==> src/rtl/fc_mp_pkg.sv <==
// fc_mp_pkg: shared types and helpers for the time-multiplexed FC layer.
//   state_e      - controller state encoding (also visible on dbg_state)
//   acc_bits     - accumulator width that cannot overflow for N inputs
//   sat_clamp    - clamp a wide signed value into a signed 'bits' range
//   sext_weight  - take the low w_bits of a weight container, sign-extended
package fc_mp_pkg;

    typedef enum logic [2:0] {
        ST_LOAD = 3'd0,
        ST_IDLE = 3'd1,
        ST_ACC  = 3'd2,
        ST_POST = 3'd3,
        ST_OUT  = 3'd4
    } state_e;

    localparam int WideBits = 64;

    // One extra bit on top of product width + log2(N) covers the bias term.
    function automatic int acc_bits(input int bit_size, input int w_bits, input int n_inputs);
        return bit_size + w_bits + $clog2(n_inputs) + 1;
    endfunction

    function automatic logic signed [WideBits-1:0] sat_clamp(
        input logic signed [WideBits-1:0] v,
        input int                         bits
    );
        logic signed [WideBits-1:0] hi;
        logic signed [WideBits-1:0] lo;
        hi = (64'sd1 <<< (bits - 1)) - 64'sd1;
        lo = -(64'sd1 <<< (bits - 1));
        if (v > hi) begin
            return hi;
        end else if (v < lo) begin
            return lo;
        end
        return v;
    endfunction

    // Left shift drops the unused container bits, arithmetic right shift
    // brings the used field back down with its sign replicated.
    function automatic logic signed [15:0] sext_weight(input logic [15:0] raw, input int w_bits);
        logic signed [15:0] t;
        t = signed'(raw << (16 - w_bits));
        return t >>> (16 - w_bits);
    endfunction

endpackage

==> src/rtl/fc_layer_mp_mac_col.sv <==
// fc_mac_col: one nerve's MAC column.
//   data/weights : NumOfInputs activations and their (used-width) weights
//   bias         : per-nerve bias, used when load_bias is high
//   clr          : clear accumulator (highest priority)
//   load_bias    : acc = sext(bias) + beat products (first beat of a vector)
//   acc_en       : acc = acc + beat products
//   acc          : registered accumulator value
module fc_mac_col
    import fc_mp_pkg::*;
#(
    parameter int BitSize        = 8,
    parameter int Weight_BitSize = 2,
    parameter int NumOfInputs    = 2,
    parameter int AccBits        = 13
) (
    input  logic                                clk,
    input  logic                                res_n,
    input  logic                                clr,
    input  logic                                load_bias,
    input  logic                                acc_en,
    input  logic [BitSize-1:0]                  bias,
    input  logic [NumOfInputs*BitSize-1:0]      data,
    input  logic [NumOfInputs*Weight_BitSize-1:0] weights,
    output logic [AccBits-1:0]                  acc
);

    logic signed [AccBits-1:0] acc_q;
    logic signed [AccBits-1:0] acc_d;
    logic signed [AccBits-1:0] beat_sum;

    always_comb begin
        beat_sum = '0;
        for (int i = 0; i < NumOfInputs; i++) begin
            beat_sum = beat_sum
                + AccBits'(signed'(data[i*BitSize +: BitSize]))
                * AccBits'(sext_weight(16'(weights[i*Weight_BitSize +: Weight_BitSize]),
                                       Weight_BitSize));
        end
    end

    always_comb begin
        acc_d = acc_q;
        if (clr) begin
            acc_d = '0;
        end else if (load_bias) begin
            acc_d = AccBits'(signed'(bias)) + beat_sum;
        end else if (acc_en) begin
            acc_d = acc_q + beat_sum;
        end
    end

    always_ff @(posedge clk or negedge res_n) begin
        if (!res_n) begin
            acc_q <= '0;
        end else begin
            acc_q <= acc_d;
        end
    end

    assign acc = acc_q;

endmodule

==> src/rtl/fc_layer_mp.sv <==
// fc_layer_mp: fully-connected layer with a time-multiplexed MAC array.
//   Weight load : en_l_b + in_weights, one row (input k, all nerves) per cycle
//   Input       : in_valid/in_ready beats of NumOfInputs activations, in_start
//                 marks beat 0, in_partial_sum is the bias sampled on beat 0
//   Output      : out_valid/out_ready chunks of NumOfNerves/DepthOut results,
//                 out_start on chunk 0, out_done on the final chunk
//   Status      : out_err (one-cycle framing error pulse), weights_loaded,
//                 dbg_state (current controller state)
// Handshake: a beat/chunk transfers on a rising clk edge where valid and
// ready are both high; a source holds its payload stable while valid is high
// and ready is low.
module fc_layer_mp
    import fc_mp_pkg::*;
#(
    parameter int BitSize        = 8,
    parameter int Weight_BitSize = 2,
    parameter int M_W_BitSize    = 4,
    parameter int NumOfInputs    = 2,
    parameter int DepthIn        = 2,
    parameter int NumOfNerves    = 4,
    parameter int DepthOut       = 2,
    parameter int Relu_En        = 1,
    parameter int Shift          = 0
) (
    input  logic                                        clk,
    input  logic                                        res_n,
    input  logic                                        en_l_b,
    input  logic [NumOfNerves*M_W_BitSize-1:0]          in_weights,
    input  logic                                        in_start,
    input  logic                                        in_valid,
    output logic                                        in_ready,
    input  logic [NumOfInputs*BitSize-1:0]              in_data,
    input  logic [NumOfNerves*BitSize-1:0]              in_partial_sum,
    input  logic                                        out_ready,
    output logic                                        out_valid,
    output logic                                        out_start,
    output logic                                        out_done,
    output logic [(NumOfNerves/DepthOut)*BitSize-1:0]   out_data,
    output logic                                        out_err,
    output logic                                        weights_loaded,
    output logic [2:0]                                  dbg_state
);

    localparam int N       = NumOfInputs * DepthIn;
    localparam int AccBits = acc_bits(BitSize, Weight_BitSize, N);
    localparam int ChunkW  = NumOfNerves / DepthOut;
    localparam int RowW    = (N > 1) ? $clog2(N) : 1;
    localparam int BcntW   = (DepthIn > 1) ? $clog2(DepthIn) : 1;
    localparam int OcntW   = (DepthOut > 1) ? $clog2(DepthOut) : 1;
    localparam int NerveW  = (NumOfNerves > 1) ? $clog2(NumOfNerves) : 1;

    if (NumOfNerves % DepthOut != 0) begin : g_bad_depth_out
        $error("fc_layer_mp: NumOfNerves must be a multiple of DepthOut");
    end

    state_e                    state_q, state_d;
    logic [RowW-1:0]           wcnt_q, wcnt_d;
    logic [BcntW-1:0]          bcnt_q, bcnt_d;
    logic [OcntW-1:0]          ocnt_q, ocnt_d;
    logic                      wl_q, wl_d;
    logic                      err_q, err_d;
    logic [Weight_BitSize-1:0] w_q [N][NumOfNerves];
    logic [Weight_BitSize-1:0] w_d [N][NumOfNerves];
    logic [BitSize-1:0]        res_q [NumOfNerves];
    logic [BitSize-1:0]        res_d [NumOfNerves];

    logic [AccBits-1:0]         acc [NumOfNerves];
    logic signed [WideBits-1:0] post_wide [NumOfNerves];
    logic [BitSize-1:0]         post_res [NumOfNerves];
    logic                       in_fire, do_load, mac_load, mac_acc, mac_clr;
    logic [BcntW-1:0]           beat_idx;
    logic                       unused_w_bits;

    // Upper container bits of each weight are deliberately ignored.
    assign unused_w_bits = ^in_weights;

    // A weight-load cycle in IDLE blocks input so rows and beats never mix.
    assign in_ready = ((state_q == ST_IDLE) && !en_l_b) || (state_q == ST_ACC);
    assign in_fire  = in_valid && in_ready;
    assign do_load  = en_l_b && ((state_q == ST_LOAD) || (state_q == ST_IDLE));
    assign mac_clr  = (state_q == ST_POST);
    // A restart beat always uses weight rows of beat 0.
    assign beat_idx = mac_load ? '0 : bcnt_q;

    always_comb begin
        for (int j = 0; j < NumOfNerves; j++) begin
            post_wide[j] = WideBits'(signed'(acc[j]) >>> Shift);
            if ((Relu_En != 0) && (post_wide[j] < 0)) begin
                post_wide[j] = '0;
            end
            post_wide[j] = sat_clamp(post_wide[j], BitSize);
            post_res[j]  = post_wide[j][BitSize-1:0];
        end
    end

    always_comb begin
        state_d  = state_q;
        wcnt_d   = wcnt_q;
        bcnt_d   = bcnt_q;
        ocnt_d   = ocnt_q;
        wl_d     = wl_q;
        err_d    = 1'b0;
        w_d      = w_q;
        res_d    = res_q;
        mac_load = 1'b0;
        mac_acc  = 1'b0;

        if (do_load) begin
            for (int j = 0; j < NumOfNerves; j++) begin
                w_d[wcnt_q][j] = in_weights[j*M_W_BitSize +: Weight_BitSize];
            end
            if (wcnt_q == RowW'(N - 1)) begin
                wcnt_d  = '0;
                wl_d    = 1'b1;
                state_d = ST_IDLE;
            end else begin
                wcnt_d  = wcnt_q + 1'b1;
                wl_d    = 1'b0;
                state_d = ST_LOAD;
            end
        end

        case (state_q)
            ST_IDLE, ST_ACC: begin
                if (in_fire) begin
                    if (in_start) begin
                        mac_load = 1'b1;
                        err_d    = (state_q == ST_ACC);
                        if (DepthIn == 1) begin
                            bcnt_d  = '0;
                            state_d = ST_POST;
                        end else begin
                            bcnt_d  = BcntW'(1);
                            state_d = ST_ACC;
                        end
                    end else if (state_q == ST_IDLE) begin
                        err_d = 1'b1;
                    end else begin
                        mac_acc = 1'b1;
                        if (bcnt_q == BcntW'(DepthIn - 1)) begin
                            bcnt_d  = '0;
                            state_d = ST_POST;
                        end else begin
                            bcnt_d = bcnt_q + 1'b1;
                        end
                    end
                end
            end
            ST_POST: begin
                res_d   = post_res;
                ocnt_d  = '0;
                state_d = ST_OUT;
            end
            ST_OUT: begin
                if (out_ready) begin
                    if (ocnt_q == OcntW'(DepthOut - 1)) begin
                        ocnt_d  = '0;
                        state_d = ST_IDLE;
                    end else begin
                        ocnt_d = ocnt_q + 1'b1;
                    end
                end
            end
            ST_LOAD: ;
            default: state_d = ST_LOAD;
        endcase
    end

    always_ff @(posedge clk or negedge res_n) begin
        if (!res_n) begin
            state_q <= ST_LOAD;
            wcnt_q  <= '0;
            bcnt_q  <= '0;
            ocnt_q  <= '0;
            wl_q    <= 1'b0;
            err_q   <= 1'b0;
            w_q     <= '{default: '0};
            res_q   <= '{default: '0};
        end else begin
            state_q <= state_d;
            wcnt_q  <= wcnt_d;
            bcnt_q  <= bcnt_d;
            ocnt_q  <= ocnt_d;
            wl_q    <= wl_d;
            err_q   <= err_d;
            w_q     <= w_d;
            res_q   <= res_d;
        end
    end

    for (genvar j = 0; j < NumOfNerves; j++) begin : g_col
        logic [NumOfInputs*Weight_BitSize-1:0] col_w;

        always_comb begin
            for (int i = 0; i < NumOfInputs; i++) begin
                col_w[i*Weight_BitSize +: Weight_BitSize] =
                    w_q[RowW'(int'(beat_idx) * NumOfInputs + i)][j];
            end
        end

        fc_mac_col #(
            .BitSize       (BitSize),
            .Weight_BitSize(Weight_BitSize),
            .NumOfInputs   (NumOfInputs),
            .AccBits       (AccBits)
        ) u_col (
            .clk      (clk),
            .res_n    (res_n),
            .clr      (mac_clr),
            .load_bias(mac_load),
            .acc_en   (mac_acc),
            .bias     (in_partial_sum[j*BitSize +: BitSize]),
            .data     (in_data),
            .weights  (col_w),
            .acc      (acc[j])
        );
    end

    assign out_valid      = (state_q == ST_OUT);
    assign out_start      = out_valid && (ocnt_q == '0);
    assign out_done       = out_valid && (ocnt_q == OcntW'(DepthOut - 1));
    assign out_err        = err_q;
    assign weights_loaded = wl_q;
    assign dbg_state      = state_q;

    always_comb begin
        out_data = '0;
        if (out_valid) begin
            for (int k = 0; k < ChunkW; k++) begin
                out_data[k*BitSize +: BitSize] = res_q[NerveW'(int'(ocnt_q) * ChunkW + k)];
            end
        end
    end

endmodule

==> config.mk <==
export PLATFORM = sky130hd
export DESIGN_NAME = fc_layer_mp
export DESIGN_NICKNAME = d
export VERILOG_FILES = /design/src/rtl/fc_mp_pkg.sv /design/src/rtl/fc_layer_mp_mac_col.sv /design/src/rtl/fc_layer_mp.sv
export SDC_FILE = /design/constraint.sdc
export NUM_CORES = 1
export LEC_CHECK = 0
export BUFFER_PORTS_ARGS = -buffer_cell sky130_fd_sc_hd__buf_2
export CORE_ASPECT_RATIO = 0.6
export CORE_MARGIN = 10
export CORE_UTILIZATION = 30
export CTS_BUF_LIST = sky130_fd_sc_hd__clkbuf_4
export DETAILED_ROUTE_END_ITERATION = 12
export PLACE_DENSITY_LB_ADDON = 0.1
export RECOVER_POWER = 50
export REMOVE_ABC_BUFFERS = 1
export SYNTH_ARGS = -nofsm -noshare
export SYNTH_HDL_FRONTEND = slang
export SYNTH_HIERARCHICAL = 1
export SYNTH_SLANG_ARGS = --single-unit
==> constraint.sdc <==
create_clock -name clk -period 6.7 [get_ports clk]
set_input_delay 0.67 -clock clk [delete_from_list [all_inputs] [get_ports clk]]
set_output_delay 0.67 -clock clk [all_outputs]
set_load 0.01 [all_outputs]
==> reports/summary.md <==
### Outcome
- run status: finished, violations left
- violated checks: capacitance limit, slew limit

### Critical path
- type of origin of the critical path: flop
- Critical Path Source: dbg_state[1]
- critical path capture point type: flop
- largest driver fanout on the critical path: 11
- data arrival time of the critical path: 6800 ps
- reg-to-reg startpoint: dbg_state[1]
- worst path required time: 7240 ps
- worst setup path category: reg2reg

### Finish
- final cell area excluding filler cells: 16,100 um2
- Layout Nets: 2,016
- post-synthesis to final-layout area growth: 13.3%
- area of all sequential standard cells: 3130 um2
- area of combinational cells with multiple inputs: 10,600 um2
- fill cell count: 4,905
- share of layout cells above drive strength 1: 16.1%

### STA
- part of the cycle the worst path needs: 93.4%
- Hold Violations, Final: 0
- Max transition margin: -205%
- achievable clock frequency: 160 MHz
- fin crit period: 6260 ps
- unrepaired setup endpoints after global routing: no
- Final TNS setup: 0 ps
- post-route setup slack: 441 ps
- max-slew violations: 164
- actual transition at the worst max-transition pin: 4580 ps
- number of setup violations in the final report: 0
- Final Skew: 28.7 ps

### Logic synthesis
- ys flop type: dfrtp_1
- portion of the post-synthesis area used by sequential elements: 22.0%
- cell types occupying the most area after synthesis: dfrtp_1, ha_1, fa_1, xnor2_1, nor2_1
- Mapped Area: 14,200 um2
- mean instance size in the synthesized netlist: 9.15 um2
- flip-flop and latch count after synthesis: 125
- number of enable flip-flop cells after synthesis: 0
- cell type with the largest total area after synthesis: dfrtp_1
- async set-or-reset flop fraction in the synthesized netlist: 100%
- number of library cell types mapped by synthesis: 84
- portion of synthesized cell area occupied by the leading cell type: 22.0%
- instance count of the mapped netlist: 1,556
- count of synthesis-stage warnings from yosys: 6

### Route
- detailed-router iteration count before antenna repair: 5
- starting DRC count in detailed routing: 689
- detailed-route via count: 11.6k
- detailed-route vias per instance: 4.97
- DRC violation count after routing: 0
- routed wire length: 43.3 mm
- Antenna Violating Nets Remaining: 0
- average wire per cell in the routed design: 18.5 um

### GRT
- initial antenna violation count: 5
- sum of overflow across all layers after global routing: 0
- number of global-route vias before repair: 11.6k
- global-route wire length before repair: 67.6 mm
- overall routing resource usage: 15.2%
- largest net degree at the start of global routing: 71

### Clock tree
- master cell of the clock root buffer: clkbuf_4
- total CTS buffers: 17
- clock sink count: 125
- Clock Path Buffers: 2
- insertion delay of the later-clocked pin in the worst-skew pair: 590 ps
- clock tree from TritonCTS: built
- CTS H-Tree Depth: 4
- clock transition at the registers of the reported paths: 140 ps
- hold_buf cts: 0

### Floorplan
- area of the core region: 46,600 um2
- effective utilization at floorplan: 30.6%
- Ports: 95
- horizontal extent of the die: 301 um
- Die Outline Area: 56,800 um2
- num rows: 61
- y dimension of the die: 189 um

### Worst hold path
- start point of the worst hold path: in_weights[1]
- classification of the worst-slack hold path: in2reg

### Placed design
- count of buffers inserted at the top-level ports: 86
- Placed Instance Area: 15,800 um2
- HPWL after detailed placement: 34.1 mm
- setup slack at placement: 43.7 ps
- gpl congestion: 0.828

### Job
- max-cap violation count: 3

## worst paths after layout
check / to / slack, ps / cells after the start
setup / recovery: g_col[0].u_col/acc[11] / 440 / 25
hold / removal: w_q[23] / 350 / 2
setup reg to reg: g_col[0].u_col/acc[11] / 440 / 25
hold reg to reg: res_q[24] / 500 / 2
max in group asynchronous: dbg_state[1] / 1600 / 2
min in group asynchronous: g_col[0].u_col/acc[11] / 1690 / 1
## metrics by stage
stage / instances / utilization, % / hold WS (ps)
after CTS: 2333 / 34.6 / 40.3
after floorplan: 1518 / - / 374
final: 2337 / 34.6 / 350
after global placement: 2301 / 33.9 / 470
after global routing: 2335 / 34.6 / 293
after detailed placement: 2301 / 33.9 / 472
## timing repair
action	CTS	global route
gates resized for setup	0	6
buffers inserted	0	0
endpoints found under the setup margin	0	6
## layer usage
| layer | vias up | share of wire (%) | global-route usage, % |
|---|---|---|---|
| met2 | 187 | 40 | 21.3 |
| met5 | - | 0.079 | 0 |
| li1 | 5787 | - | - |
| met4 | 6 | 0.99 | 2.48 |
| met3 | 34 | 3.8 | 2.74 |
| met1 | 5609 | 56 | 23.5 |
## cells in the mapped netlist (all sizes together), types with 53 or more instances
library cell    n
a21oi          92
and2           57
dfrtp         125
fa             80
ha            176
inv            96
mux2           53
nand2         103
nor2          136
nor2b          61
o21ai          88
xnor2          61
## cell usage in the layout, fill, tap and decap left out, types with 10 or more instances in the layout
cell | Yosys | final
o21ai_1 | 13 | 14
xor2_1 | 26 | 26
ha_1 | 176 | 176
o21ai_0 | 73 | 72
nor2b_1 | 60 | 60
o21bai_1 | 16 | 16
a31oi_1 | 13 | 13
buf_2 | 3 | 85
a221oi_1 | 17 | 17
buf_4 | 5 | 62
nor3_1 | 27 | 27
nor2_1 | 135 | 133
mux2i_1 | 22 | 22
a21o_1 | 35 | 35
nand2b_1 | 22 | 22
o21a_1 | 21 | 21
or3_1 | 15 | 15
nand2_1 | 103 | 103
dfrtp_1 | 125 | 123
mux2_4 | 10 | 10
xnor2_1 | 61 | 61
clkbuf_4 | 0 | 20
inv_1 | 94 | 93
and2_1 | 57 | 54
mux2_2 | 43 | 43
fa_1 | 80 | 80
a21oi_1 | 92 | 91
a211oi_1 | 32 | 31
nand3_1 | 18 | 18
## worst max-delay path, cell delays in order, from the launching register on
cell	delay [ps]
dfrtp_2	470
nor3b_2	210
nor2_2	90
o21ai_4	190
buf_12	180
mux2_2	430
nor2b_1	170
fa_1	470
fa_1	490
ha_1	350
fa_1	450
a21o_1	190
a21oi_1	180
o21bai_1	100
a21oi_2	160
o21bai_1	80
a21oi_1	170
xnor2_1	230
ha_1	330
inv_1	60
o211ai_1	100
a311o_1	340
a41oi_1	230
o21a_1	290
and3_1	180
or3_1	90
## sequential cells by signal (all words and copies together), names as in the netlist
register,count
g_col.u_col/acc,52
res_q,32
w_q,32
dbg_state,3
wcnt_q,2
bcnt_q,1
ocnt_q,1
out_err,1
weights_loaded,1
## cell type report
type / count / share of cell area (%)
Antenna cell: 4 / 0.0621
Clock buffer: 20 / 0.931
Clock inverter: 12 / 1.05
Inverter: 102 / 2.37
Multi-Input combinational cell: 1291 / 65.5
Sequential cell: 125 / 19.4
Tap cell: 630 / 4.89
Timing Repair Buffer: 153 / 5.77
## kinds of logic after synthesis
family / synth area share (%)
adders and majority gates: 26.7
buffers and inverters: 3.97
DFF: 22.0
and+or+nand+nor: 17.7
xor gates and xnor gates: 6.01
muxes: 6.01
AOI/OAI and AO/OA: 17.7
Power is left out: the tool's default activity adds up to more than one toggle a clock period on the data nets, which glitch-free logic cannot reach.
